**src/rtl/engine_sched.sv**
```systemverilog
// Command sequencer between csb and the compute engine: issues one conv/maxpool/avepool
// operation at a time, waits for the engine's completion edge, and guards against hangs.
module engine_sched #(
  parameter int unsigned TIMEOUT = 1_000_000,
  parameter int unsigned CNT_W   = 16
) (
  input  logic             clk,
  input  logic             rst,
  input  logic             cmd_valid,
  output logic             cmd_ready,
  input  logic [2:0]       cmd_op_type,
  input  logic [31:0]      cmd_op_num,
  output logic [2:0]       op_type,
  output logic [31:0]      op_num,
  output logic             conv_ready,
  output logic             maxpool_ready,
  output logic             avepool_ready,
  input  logic             conv_valid,
  input  logic             maxpool_valid,
  input  logic             avepool_valid,
  output logic             busy,
  output logic             done,
  output logic             err_illegal,
  output logic             err_timeout,
  input  logic             err_clr,
  output logic [CNT_W-1:0] done_cnt
);

  localparam logic [2:0]       OP_CONV    = 3'd2;
  localparam logic [2:0]       OP_MAXPOOL = 3'd4;
  localparam logic [2:0]       OP_AVEPOOL = 3'd5;
  localparam logic [CNT_W-1:0] CNT_ONE    = CNT_W'(1);
  localparam logic [31:0]      WD_LAST    = (TIMEOUT == 0) ? 32'd0 : 32'(TIMEOUT - 1);

  typedef enum logic [1:0] {
    S_IDLE  = 2'd0,
    S_ISSUE = 2'd1,
    S_RUN   = 2'd2,
    S_DRAIN = 2'd3
  } state_t;

  // One-hot engine channel select: bit0 conv, bit1 maxpool, bit2 avepool; zero means illegal.
  function automatic logic [2:0] decode_op(input logic [2:0] code);
    logic [2:0] sel;
    case (code)
      OP_CONV:    sel = 3'b001;
      OP_MAXPOOL: sel = 3'b010;
      OP_AVEPOOL: sel = 3'b100;
      default:    sel = 3'b000;
    endcase
    return sel;
  endfunction

  state_t           state_r;
  logic [2:0]       op_type_r;
  logic [31:0]      op_num_r;
  logic [2:0]       sel_r;
  logic [2:0]       ready_r;
  logic [2:0]       valid_q_r;
  logic             cmd_ready_r;
  logic             done_r;
  logic             err_illegal_r;
  logic             err_timeout_r;
  logic [CNT_W-1:0] done_cnt_r;
  logic [31:0]      wd_cnt_r;

  logic [2:0]       valid_s;
  logic [2:0]       cmd_sel_s;
  logic             accept_s;
  logic             sel_valid_s;
  logic             sel_rise_s;
  logic             wd_expire_s;
  logic             illegal_set_s;
  logic             timeout_set_s;

  // Decode handshake, completion edge of the selected channel, and watchdog expiry.
  always_comb begin
    valid_s       = {avepool_valid, maxpool_valid, conv_valid};
    cmd_sel_s     = decode_op(cmd_op_type);
    accept_s      = cmd_valid & cmd_ready_r;
    sel_valid_s   = |(valid_s & sel_r);
    sel_rise_s    = sel_valid_s & ~(|(valid_q_r & sel_r));
    if (TIMEOUT == 0) begin
      wd_expire_s = 1'b0;
    end else begin
      wd_expire_s = (wd_cnt_r == WD_LAST);
    end
    illegal_set_s = (state_r == S_IDLE) & accept_s & (cmd_sel_s == 3'b000);
    timeout_set_s = (state_r == S_RUN) & ~sel_rise_s & wd_expire_s;
  end

  // Sequencer state, engine interface, counters and sticky error flags.
  always_ff @(posedge clk) begin
    if (!rst) begin
      state_r       <= S_IDLE;
      op_type_r     <= 3'd0;
      op_num_r      <= 32'd0;
      sel_r         <= 3'b000;
      ready_r       <= 3'b000;
      valid_q_r     <= 3'b000;
      cmd_ready_r   <= 1'b0;
      done_r        <= 1'b0;
      err_illegal_r <= 1'b0;
      err_timeout_r <= 1'b0;
      done_cnt_r    <= {CNT_W{1'b0}};
      wd_cnt_r      <= 32'd0;
    end else begin
      valid_q_r <= valid_s;
      done_r    <= 1'b0;

      // Setting events win over a simultaneous clear.
      if (illegal_set_s) begin
        err_illegal_r <= 1'b1;
      end else if (err_clr) begin
        err_illegal_r <= 1'b0;
      end else begin
        err_illegal_r <= err_illegal_r;
      end

      if (timeout_set_s) begin
        err_timeout_r <= 1'b1;
      end else if (err_clr) begin
        err_timeout_r <= 1'b0;
      end else begin
        err_timeout_r <= err_timeout_r;
      end

      case (state_r)
        S_IDLE: begin
          if (accept_s) begin
            if (cmd_sel_s == 3'b000) begin
              cmd_ready_r <= 1'b1;
            end else if (cmd_op_num == 32'd0) begin
              // Nothing for the engine to do: retire immediately without a start strobe.
              cmd_ready_r <= 1'b1;
              done_r      <= 1'b1;
              done_cnt_r  <= done_cnt_r + CNT_ONE;
            end else begin
              cmd_ready_r <= 1'b0;
              op_type_r   <= cmd_op_type;
              op_num_r    <= cmd_op_num;
              sel_r       <= cmd_sel_s;
              state_r     <= S_ISSUE;
            end
          end else begin
            cmd_ready_r <= 1'b1;
          end
        end
        S_ISSUE: begin
          ready_r  <= sel_r;
          wd_cnt_r <= 32'd0;
          state_r  <= S_RUN;
        end
        S_RUN: begin
          if (sel_rise_s) begin
            ready_r    <= 3'b000;
            done_r     <= 1'b1;
            done_cnt_r <= done_cnt_r + CNT_ONE;
            state_r    <= S_DRAIN;
          end else if (wd_expire_s) begin
            ready_r <= 3'b000;
            state_r <= S_DRAIN;
          end else begin
            wd_cnt_r <= wd_cnt_r + 32'd1;
          end
        end
        S_DRAIN: begin
          if (!sel_valid_s) begin
            cmd_ready_r <= 1'b1;
            state_r     <= S_IDLE;
          end else begin
            cmd_ready_r <= 1'b0;
          end
        end
        default: begin
          ready_r     <= 3'b000;
          cmd_ready_r <= 1'b0;
          state_r     <= S_IDLE;
        end
      endcase
    end
  end

  assign cmd_ready     = cmd_ready_r;
  assign op_type       = op_type_r;
  assign op_num        = op_num_r;
  assign conv_ready    = ready_r[0];
  assign maxpool_ready = ready_r[1];
  assign avepool_ready = ready_r[2];
  assign busy          = (state_r != S_IDLE);
  assign done          = done_r;
  assign err_illegal   = err_illegal_r;
  assign err_timeout   = err_timeout_r;
  assign done_cnt      = done_cnt_r;

endmodule

```
**config.mk**
```make
export PLATFORM = sky130hd
export DESIGN_NAME = engine_sched
export DESIGN_NICKNAME = d
export VERILOG_FILES = /design/src/rtl/engine_sched.sv
export SDC_FILE = /design/constraint.sdc
export NUM_CORES = 1
export LEC_CHECK = 0
export CORE_MARGIN = 4
export CORE_UTILIZATION = 40
export CTS_CLUSTER_SIZE = 24
export DETAILED_ROUTE_END_ITERATION = 8
export HOLD_SLACK_MARGIN = 0.1
export PLACE_DENSITY = 0.69
export SKIP_LAST_GASP = 1
export SLEW_MARGIN = 20
export SYNTH_ARGS = -nofsm -noshare
export SYNTH_HDL_FRONTEND = slang
export SYNTH_SLANG_ARGS = --single-unit
```
**constraint.sdc**
```tcl
create_clock -name clk -period 4.15 [get_ports clk]
set_input_delay 1.0375 -clock clk [delete_from_list [all_inputs] [get_ports clk]]
set_output_delay 1.0375 -clock clk [all_outputs]
set_load 0.01 [all_outputs]
```
Yosys cells after proc, flatten, opt, wreduce, memory -nomap -nowiden:

Cells that the tools add are included.

* input port bits: 42
* output and inout bits: 59
* logic and storage cells: 89
* register bits: 98

* eq/ne operators: 16
* $add $sub $neg: 2
* reductions and logical operators: 16
* bitwise logic cells: 12
* mux-type cells: 31

Operators by type and width (count)
* 2-to-1 mux 16 bit: 4
* 2-to-1 mux 32 bit: 2
* case mux 32 bit (2 select lines): 1
* adder 32 x 1 -> 32 bit, second input constant: 1
* equality test 32 x 20 -> 1 bit, second input constant: 1
* zero test 32 bit: 1
* case mux 16 bit (2 select lines): 1
* adder 16 x 1 -> 16 bit, second input constant: 1
* inequality test 2 bit, second input constant: 7
* 2-to-1 mux 2 bit: 6
* nonzero test 2 bit: 6
* 2-to-1 mux 1 bit: 10
* AND reduction 5 bit: 2
* case mux 3 bit (3 select lines): 1
* case mux 2 bit (4 select lines): 1
* AND 1 bit: 6
* AND 3 bit: 2
* equality test 3 bit, second input constant: 2
* 2-to-1 mux 3 bit: 2
* case mux 3 bit (2 select lines): 1
* OR reduction 3 bit: 2
* equality test 2 bit, second input constant: 2
* inverter 1 bit: 4
* case mux 1 bit (2 select lines): 2
* other kinds (9): 9

Depth between registers and ports, before layout:

Gate-level depths: netlist of the first run.

* depth in word-level cells: 8
* gate-level depth with buffers: 9
* gate-level depth less buffers: 8

Worst setup path after synthesis of the first run:

Ideal clock, no wire load.

* path type: input port to flip-flop
* from: input cmd_op_num[10]
* to: register done_cnt_r[11] (netlist: done_cnt[11])
* data required time: 4.078 ns
* arrival: 2.699 ns
* cell stages on the path: 7
* buffers on the path: 1
* path slack: 1.380 ns
* setup time: 0.072 ns
* cell sequence: nor4_1 > nand2_1 > nor4_4 > a31oi_2 > buf_4 > nor4b_2 > mux2i_1

* word-level cells in the longest chain between the ends: 3

RTL lines
* start: declaration: line 12 `input logic [31:0] cmd_op_num,`
* zero test 32 bit: line 133 `end else if (cmd_op_num == 32'd0) begin`
* inequality test 2 x 1 -> 1 bit (no line)
* AND reduction 5 bit (no line)
* end signal: assignment: line 105 `done_cnt_r <= {CNT_W{1'b0}};`
* end signal: assignment: line 137 `done_cnt_r <= done_cnt_r + CNT_ONE;`
* end signal: assignment: line 158 `done_cnt_r <= done_cnt_r + CNT_ONE;`
* end: declaration: line 64 `logic [CNT_W-1:0] done_cnt_r;`

No other way between the ends.
A chain may end at the register's enable or synchronous reset.

Worst setup path after layout of the first run:

* from: input cmd_op_num[10]
* to: register done_cnt_r[14] (netlist: done_cnt[14])

Same word-level chain as after synthesis.

==> results_dict.tcl, run 1 <==
set metrics [dict create \
    clkSlewWorstSetupHoldPaths_ns 0.09 \
    arrival_ns 3.43 \
    placed_cells 732 \
    crit_cells 7 \
    cts_setup_buffers 0 \
    setup_tns_ns 0 \
    drt-total-wl_um 10900 \
    chipHeight_um 112 \
    grt_start_max_net_pins 43 \
    syn_area_sq_mm 0.00429 \
    leakage_nw 1.90 \
    synth-warning-count 0 \
    cts_resized 0 \
    wl_per_cell_um 14.6 \
    die_area_sq_mm 0.0124 \
    period_share 0.757 \
    status "finished, final reports clean" \
    hpwlAfterDp_um 8040 \
    antenna_found_initial 0 \
    initial_core_util 0.414 \
    synth_most_common_cell "nand2_1" \
    yosysUniqueCellTypes 47 \
    worstPathRequired_ns 4.44 \
    drive_above_1_share 0.0539 \
    ys.flop_type "dfxtp_1" \
    min_period_ns 3.14 \
    synth-edff-count 0 \
    worstMarginPinSlew_ns 0.997 \
    cap_violations 0 \
    nFillCells 1021 \
    hold_depth 2 \
    cts_buffer_depth 2 \
    end_kind "flip-flop" \
    antenna_cells 0 \
    die_x_um 112 \
    worst-path-buf-inv 1 \
    r2r_cells 8 \
    clkSinkCount 98 \
    post_synth_inst_count 514 \
    critPathTopFamily "simple AND/OR/NAND/NOR gates" \
    crit_chain "clkdlybuf4s50_1 -> nor4_1 -> nand2_1 -> nor4_4 -> a31oi_2 -> or4_1 -> a21oi_1" \
    ir_worst_vdd_v 0.000174 \
    clk_latency_ns 0.36 \
    grt_pass1_wl_um 18300 \
    h-tree-depth 3 \
    worstSetupStartpointType "input port" \
    ant_nets 0 \
    synth_top_area_share 0.457 \
    skew_ns 0.0116 \
    cts_tree "done" \
    cts-root-buf "clkbuf_8" \
    grt_setup_unrepaired "no" \
    maxSlewHeadroom 0.334 \
    place.gp.congestion 0.766 \
    power_density_mw_per_mm2 353 \
    ios 101 \
    setup_ws_ns 1.01 \
    core_sq_mm 0.0104 \
    hp-class "flip-flop to flip-flop" \
    overflow 0 \
    drt-vias-per-instance 5.21 \
    regArea_sq_mm 0.00196 \
    yosys-top-cells-area "dfxtp_1, nand2_1, a21oi_1" \
    critPathMaxStageDelay_ns 0.60 \
    fp-row-count 37 \
    final_nets 654 \
    grt_pass1_vias 3862 \
    crit_type "input port to flip-flop" \
    yosys-top-cells-count "nand2_1, dfxtp_1, a21oi_1" \
    synth_nets 561 \
    ys_async_sr_fraction 0 \
    p_total_mw 1.97 \
    clock.fmax_ghz 0.318 \
    syn_avg_cell_area_sq_um 8.35 \
    io_buffers 100 \
    finalMaxSlewViolations 0 \
    drc 0 \
    vias 3900 \
    grt_usage 0.176 \
    cp_max_fo 16 \
    yosysTopAreaCell "dfxtp_1" \
    ys_seq_area_frac 0.457 \
    postCtsHoldBufs 0 \
    timing.final.hold_violations 0 \
    area_delta_synth_final_pct 30.4 \
    cp_slowest_cell "or4_1" \
    multi_input_area_sq_mm 0.00220 \
    layout.cells.non_filler 748 \
    dr.pass1.iters 4 \
    drtIter0Drc 175 \
    cts_made_buffers 9 \
    finalSetupViolations 0 \
    place_ws_ns 0.612 \
    ys_seq_elements 98 \
]
[logic make-up (layout without fill, tap and decap cells)]
group | count (synthesis) | after routing | synth area share
adder cells (fa/ha/maj) | 5 | 5 | 0.0146
multiplexers | 6 | 6 | 0.0140
XOR/XNOR | 27 | 27 | 0.0551
AND/OR/NAND/NOR | 262 | 262 | 0.313
flip-flops | 98 | 98 | 0.457
buffers and inverters | 32 | 130 | 0.0303
AO/OA/AOI/OAI | 84 | 84 | 0.115
[per-layer routing]
| layer | share of wire | track usage |
|---|---|---|
| met5 | 0 | 0 |
| met4 | 0.013 | 0.0535 |
| met3 | 0.086 | 0.0696 |
| met2 | 0.47 | 0.299 |
| met1 | 0.43 | 0.206 |
[stage by stage]
stage / util / area (sq um) / hold slack, ns
after detailed placement: 0.521 / 5400 / 0.446
after CTS: 0.540 / 5600 / 0.462
after global placement: 0.521 / 5400 / 0.442
after floorplan: - / 4290 / 0.457
final: 0.540 / 5600 / 0.458
after global routing: 0.540 / 5600 / 0.487
[state kept, by name, summed over array words and instances, names as in the netlist]
register and count:
err_timeout 1, valid_q_r 3, op_type 3, cmd_ready 1, wd_cnt_r 32, op_num 32
done 1, sel_r 3, state_r 2, ready_r 3, err_illegal 1, done_cnt 16
[power breakdown]
part / internal (mW) / switching [mW] / total, mW / leakage (nW)
Clock: 0.278 / 0.336 / 0.613 / 0.0990
Sequential: 0.978 / 0.0248 / 1.00 / 0.792
Combinational: 0.153 / 0.204 / 0.357 / 1.00
Total: 1.41 / 0.564 / 1.97 / 1.90
[layout by cell type, fill, tap and decap left out, drive strengths merged, types with 8 or more instances in the layout]
| cell | Yosys | final |
|---|---|---|
| nand3 | 26 | 26 |
| nand2b | 8 | 8 |
| nor4 | 17 | 17 |
| nand4 | 15 | 15 |
| dfxtp | 98 | 98 |
| and3 | 12 | 12 |
| nand2 | 110 | 110 |
| or4 | 8 | 8 |
| clkdlybuf4s50 | 0 | 100 |
| clkbuf | 17 | 9 |
| a21oi | 57 | 57 |
| nor2 | 35 | 35 |
| inv | 9 | 9 |
| xor2 | 22 | 22 |
| o31ai | 8 | 8 |
[tightest hold or removal path: stages, from the launching register on]
cell and delay (ns):
dfxtp_1 0.32, nand2_1 0.05, a21oi_1 0.05
[layout make-up]
| class | instances | area share |
|---|---|---|
| clock buffers | 9 | 0.0221 |
| clock inverters | 7 | 0.0125 |
| inverters | 9 | 0.00604 |
| multi-input cells | 384 | 0.393 |
| flip-flops and latches | 98 | 0.351 |
| well taps | 136 | 0.0304 |
| repair buffers | 105 | 0.186 |
[final timing paths]
kind                  startpoint           end  slack, ns
hold reg to reg       op_num[25]    op_num[25]       0.46
hold / removal        op_num[25]    op_num[25]       0.46
setup reg to reg      state_r[0]  wd_cnt_r[14]       1.76
setup / recovery  cmd_op_num[10]  done_cnt[14]       1.01
Note: power is estimated with default switching activity, not from simulation.
==> run 2: changes to the inputs <==
Clock period 4.15 ns to 3.25 ns, I/O delays scaled along.
==> run 2 against run 1 <==
Worst setup slack worse by 0.61 ns. Highest routed layer unchanged. Sequential share of layout area shrank 0.54 points. Largest power group unchanged. Register-to-register slack got worse by 0.80 ns. Non-clock buffer count up 12. Count of clock-buffer cells in the layout rose by 2. Global-route usage up 0.19 points. Combinational power is 31% higher. Die area stayed put. Hold slack about the same.
==> results_dict.tcl, run 2 (synthesized netlist as in run 1, its figures left out) <==
set metrics [dict create \
    drt-vias-per-instance 5.24 \
    antenna_found_initial 0 \
    p_sw_frac 0.289 \
    grt_usage 0.178 \
    p_int_mw 1.76 \
    chipHeight_um 112 \
    area_delta_synth_final_pct 32.5 \
    regArea_sq_mm 0.00196 \
    layout.cells.non_filler 760 \
    setup_ws_ns 0.403 \
    worstMarginPinSlew_ns 0.902 \
    p_total_mw 2.48 \
    clkSlewWorstSetupHoldPaths_ns 0.09 \
    final_common_cell "nand2_1" \
    ant_nets 0 \
    drc 0 \
    worstSetupStartpointType "input port" \
    vias 3979 \
    grt_pass1_vias 3890 \
    io_buffers 100 \
    worstPathRequired_ns 3.55 \
    fp-row-count 37 \
    power_density_mw_per_mm2 436 \
    crit_chain "clkdlybuf4s50_1 -> or3b_1 -> a21oi_2 -> nor3b_4 -> buf_4 -> nand2_1 -> a21oi_1" \
    p_seq_frac 0.517 \
    cts_resized 0 \
    core_sq_mm 0.0104 \
    placed_cells 744 \
    dr.pass1.iters 7 \
    hp-class "flip-flop to flip-flop" \
    grt_start_max_net_pins 31 \
    skew_ns 0.0143 \
    cp_max_fo 25 \
    cts_tree "done" \
    drt-total-wl_um 11100 \
    cts_buffer_depth 2 \
    period_share 0.876 \
    fin_area_sq_mm 0.00568 \
    clk_latency_ns 0.37 \
    drive_above_1_share 0.0705 \
    cts-root-buf "clkbuf_8" \
    multi_input_area_sq_mm 0.00220 \
    ir_worst_vdd_v 0.000272 \
    clock.fmax_ghz 0.351 \
    antenna_cells 0 \
    postCtsHoldBufs 0 \
    hpwlAfterDp_um 8210 \
    pwr-share-comb 0.189 \
    ios 101 \
    finalMaxSlewViolations 0 \
    hold_ws_ns 0.459 \
    drtIter0Drc 213 \
    grt_setup_unrepaired "no" \
    maxSlewHeadroom 0.398 \
    timing.final.hold_violations 0 \
    clkSinkCount 98 \
    leakage_nw 1.94 \
    overflow 0 \
    die_x_um 112 \
    die_area_sq_mm 0.0124 \
    initial_core_util 0.414 \
    wl_per_cell_um 14.6 \
    cp_slowest_cell "nor3b_4" \
    critPathMaxStageDelay_ns 0.77 \
    end_kind "flip-flop" \
    cts_setup_buffers 0 \
    nFillCells 1002 \
    place_ws_ns -0.00534 \
    min_period_ns 2.85 \
    cts_made_buffers 9 \
    place.gp.congestion 0.749 \
    layout_common_cells "nand2_1, clkdlybuf4s50_1, dfxtp_1, a21oi_1, nor2_1" \
    arrival_ns 3.15 \
    h-tree-depth 3 \
    status "finished, final reports clean" \
    clockPowerShare 0.294 \
    cap_violations 0 \
    reg2reg_slack_ns 0.96 \
    crit_type "input port to flip-flop" \
    grt_pass1_wl_um 18400 \
    finalSetupViolations 0 \
    final_nets 666 \
    placed_area_sq_mm 0.00551 \
    p_switching_mw 0.715 \
]
-- run 2: changes by cell type in the layout (fill, tap and decap cells not counted), sizes merged --
| cell | delta |
|---|---|
| bufinv | -1 |
| clkinvlp | +1 |
| inv | +2 |
| clkinv | -4 |
| buf | +12 |
| clkbuf | +2 |
-- run 2: power by group through the flow --
stage	clock network, mW	registers [mW]	logic [mW]
global placement	0	1.31	0.468
global route	0.811	1.29	0.519
CTS	0.762	1.28	0.475
finish	0.729	1.28	0.468
floorplan	0	1.32	0.236
detailed placement	0	1.31	0.473
-- run 2: worst paths after layout --
check          endpoint      startpoint  cells after the start
max          op_num[26]  cmd_op_type[2]                      7
min reg2reg  op_num[11]      op_num[11]                      2
min          op_num[11]      op_num[11]                      2
max reg2reg  op_num[26]      state_r[0]                      7
-- run 2: critical path: cells and delay by family --
kind | cells | cell delay, ns
buffers and inverters | 2 | 0.76
and+or+nand+nor | 3 | 1.27
AOI/OAI and AO/OA | 2 | 0.28
-- run 2: layout make-up --
cell class                      instances  share of cell area
Clock buffer                           11              0.0249
Clock inverter                          5             0.00660
Inverter                                9             0.00594
Multi-Input combinational cell        384               0.387
Sequential cell                        98               0.345
Tap cell                              136              0.0299
Timing Repair Buffer                  117               0.201
-- run 2: through the flow --
stage | utilization | TNS [ns]
5_1_grt | 0.548 | 0
6_report | 0.548 | 0
2_1_floorplan | - | 0
3_5_place_dp | 0.531 | -0.00534
3_3_place_gp | 0.531 | 0
4_1_cts | 0.548 | 0
-- run 2: layer usage --
metal / wire length (um) / GRT usage / up-vias
met5: 0 / 0 / -
met4: 68 / 0.0365 / 0
met3: 992 / 0.0864 / 6
met2: 5370 / 0.299 / 120
met1: 4650 / 0.208 / 1848
li1: - / - / 2005
==> variant, RTL diff (flow settings as in run 1) <==
Set the parameter `CNT_W` to 14 (it was 16).
--- a/src/rtl/engine_sched.sv
+++ b/src/rtl/engine_sched.sv
@@ -4,3 +4,3 @@
   parameter int unsigned TIMEOUT = 1_000_000,
-  parameter int unsigned CNT_W   = 16
+  parameter int unsigned CNT_W   = 14
 ) (
Ports: changed (resized done_cnt); port bits go from 101 to 99. No check against the original RTL was run, so the function may have changed too.
==> variant against run 1 <==
Die area increased by 0.49%. Routed wire length grew 1.9%. Design area hardly changed. Maximum frequency hardly changed. Sequential cell count down 2. Setup slack barely moved. Area after synthesis rose by 0.52%. Total power shrank 2.5%. Non-clock buffer count up 5. Critical path type unchanged. Highest routed layer unchanged.
==> variant: results (changes against run 1) <==
* Multi-input comb cells at 396 (was 384)
* Largest net degree at the start of global routing at 57 (was 43)
* Netlist Area Pre-Place at 4313 sq um (was 4290 sq um)
* Fin cells at 761 (was 748)
* Post-synthesis sequential area ratio at 44.56% (was 45.73%)
* PortBufs at 98 (was 100)
* Post-synthesis mux area share at 0.6963% (was 1.400%)
* Vias at 4121 (was 3900)
* Global Route met3 Usage at 5.435% (was 6.957%)
* Synth cell count leaders: 104 x nand2_1, 96 x dfxtp_1, 62 x a21oi_1 (was 110 x nand2_1, 98 x dfxtp_1, 56 x a21oi_1)
* DR WL met3 at 885 um (was 935 um)
* Crit Path Max Fanout at 21 (was 16)
* Initial DRC count at 244 (was 175)
* M1 WL at 4.996 mm (was 4.650 mm)
* Met2 Use GR at 27.02% (was 29.92%)
* FF+latch count, synth at 96 (was 98)
* Synth Area in XOR/XNOR at 4.671% (was 5.512%)
* Non-CTS buffers at 110 (was 105)
* Dpl ws at 0.4841 ns (was 0.6120 ns)
* Largest cells by area after synthesis: dfxtp_1 45%, nand2_1 9.1%, a21oi_1 7.2% (was dfxtp_1 46%, nand2_1 9.6%, a21oi_1 6.5%)
* Synth Area in Adders at 1.451% (was 1.458%)
* GRT Util Overall at 17.94% (was 17.65%)
* Slew Limit Headroom at 42.31% (was 33.41%)
* Final Wtd Congestion at 0.8693 (was 0.7664)
* Non-clk invs at 10 (was 9)
* Vias in the first global route at 3894 (was 3862)
* Global-route wire length before repair at 18.68 mm (was 18.33 mm)
* Met2 WL at 4.962 mm (was 5.171 mm)
* Routed WL per cell at 14.59 um (was 14.57 um)
* Placed Instances at 748 (was 732)
* Layout cell share with drive strength beyond 1 at 6.720% (was 5.392%)
* Area after DPL at 5441 sq um (was 5403 sq um)
* Buffering overhead at 19.15% (was 18.56%)
* Avg Cell Area, Syn at 8.138 sq um (was 8.347 sq um)
* Leak pwr at 1.867 nW (was 1.895 nW)
* Final net count at 670 (was 654)
* Distinct cell type count after synthesis at 55 (was 47)
* Worst path top cell family by delay: compound AO/OA/AOI/OAI gates (was simple AND/OR/NAND/NOR gates)
* Complex-gate fraction of the synthesized area at 14.27% (was 11.55%)
* Clock skew at 0.01116 ns (was 0.01163 ns)
* Peak supply drop at 171.6 uV (was 174.5 uV)
* Synth-to-Final Area Change at 29.71% (was 30.45%)
* Status: finished clean (unchanged)
* DP Wirelength at 7.943 mm (was 8.035 mm)
* Internal cell power at 1.339 mW (was 1.409 mW)
* Multi-input combinational area share at 40.13% (was 39.28%)
* Seq/total area at 34.35% (was 35.05%)
* # fillers at 980 (was 1021)
variant: cell types whose count changed after synthesis, sizes merged, moves of 6 or more:
cell	run 1	this run
clkbuf	17	23
nand2	110	104
nand3	26	15
nor2	35	43
nor3	2	11
nor4	17	25
xnor2	5	15
xor2	22	8
variant: power by group through the flow:
stage | clock, mW | combinational [mW] | sequential [mW]
after CTS | 0.535 | 0.432 | 0.978
after global placement | 0 | 0.426 | 0.998
final | 0.516 | 0.430 | 0.978
after detailed placement | 0 | 0.429 | 0.999
after global routing | 0.576 | 0.477 | 0.983
after floorplan | 0 | 0.232 | 1.01
variant: final timing paths:
path | from | endpoint | slack, ns
worst max register to register | state_r[0] | wd_cnt_r[18] | 1.66
worst min register to register | op_num[11] | op_num[11] | 0.46
worst min-delay path | op_num[11] | op_num[11] | 0.46
worst max-delay path | cmd_op_type[1] | done_cnt[8] | 1.01
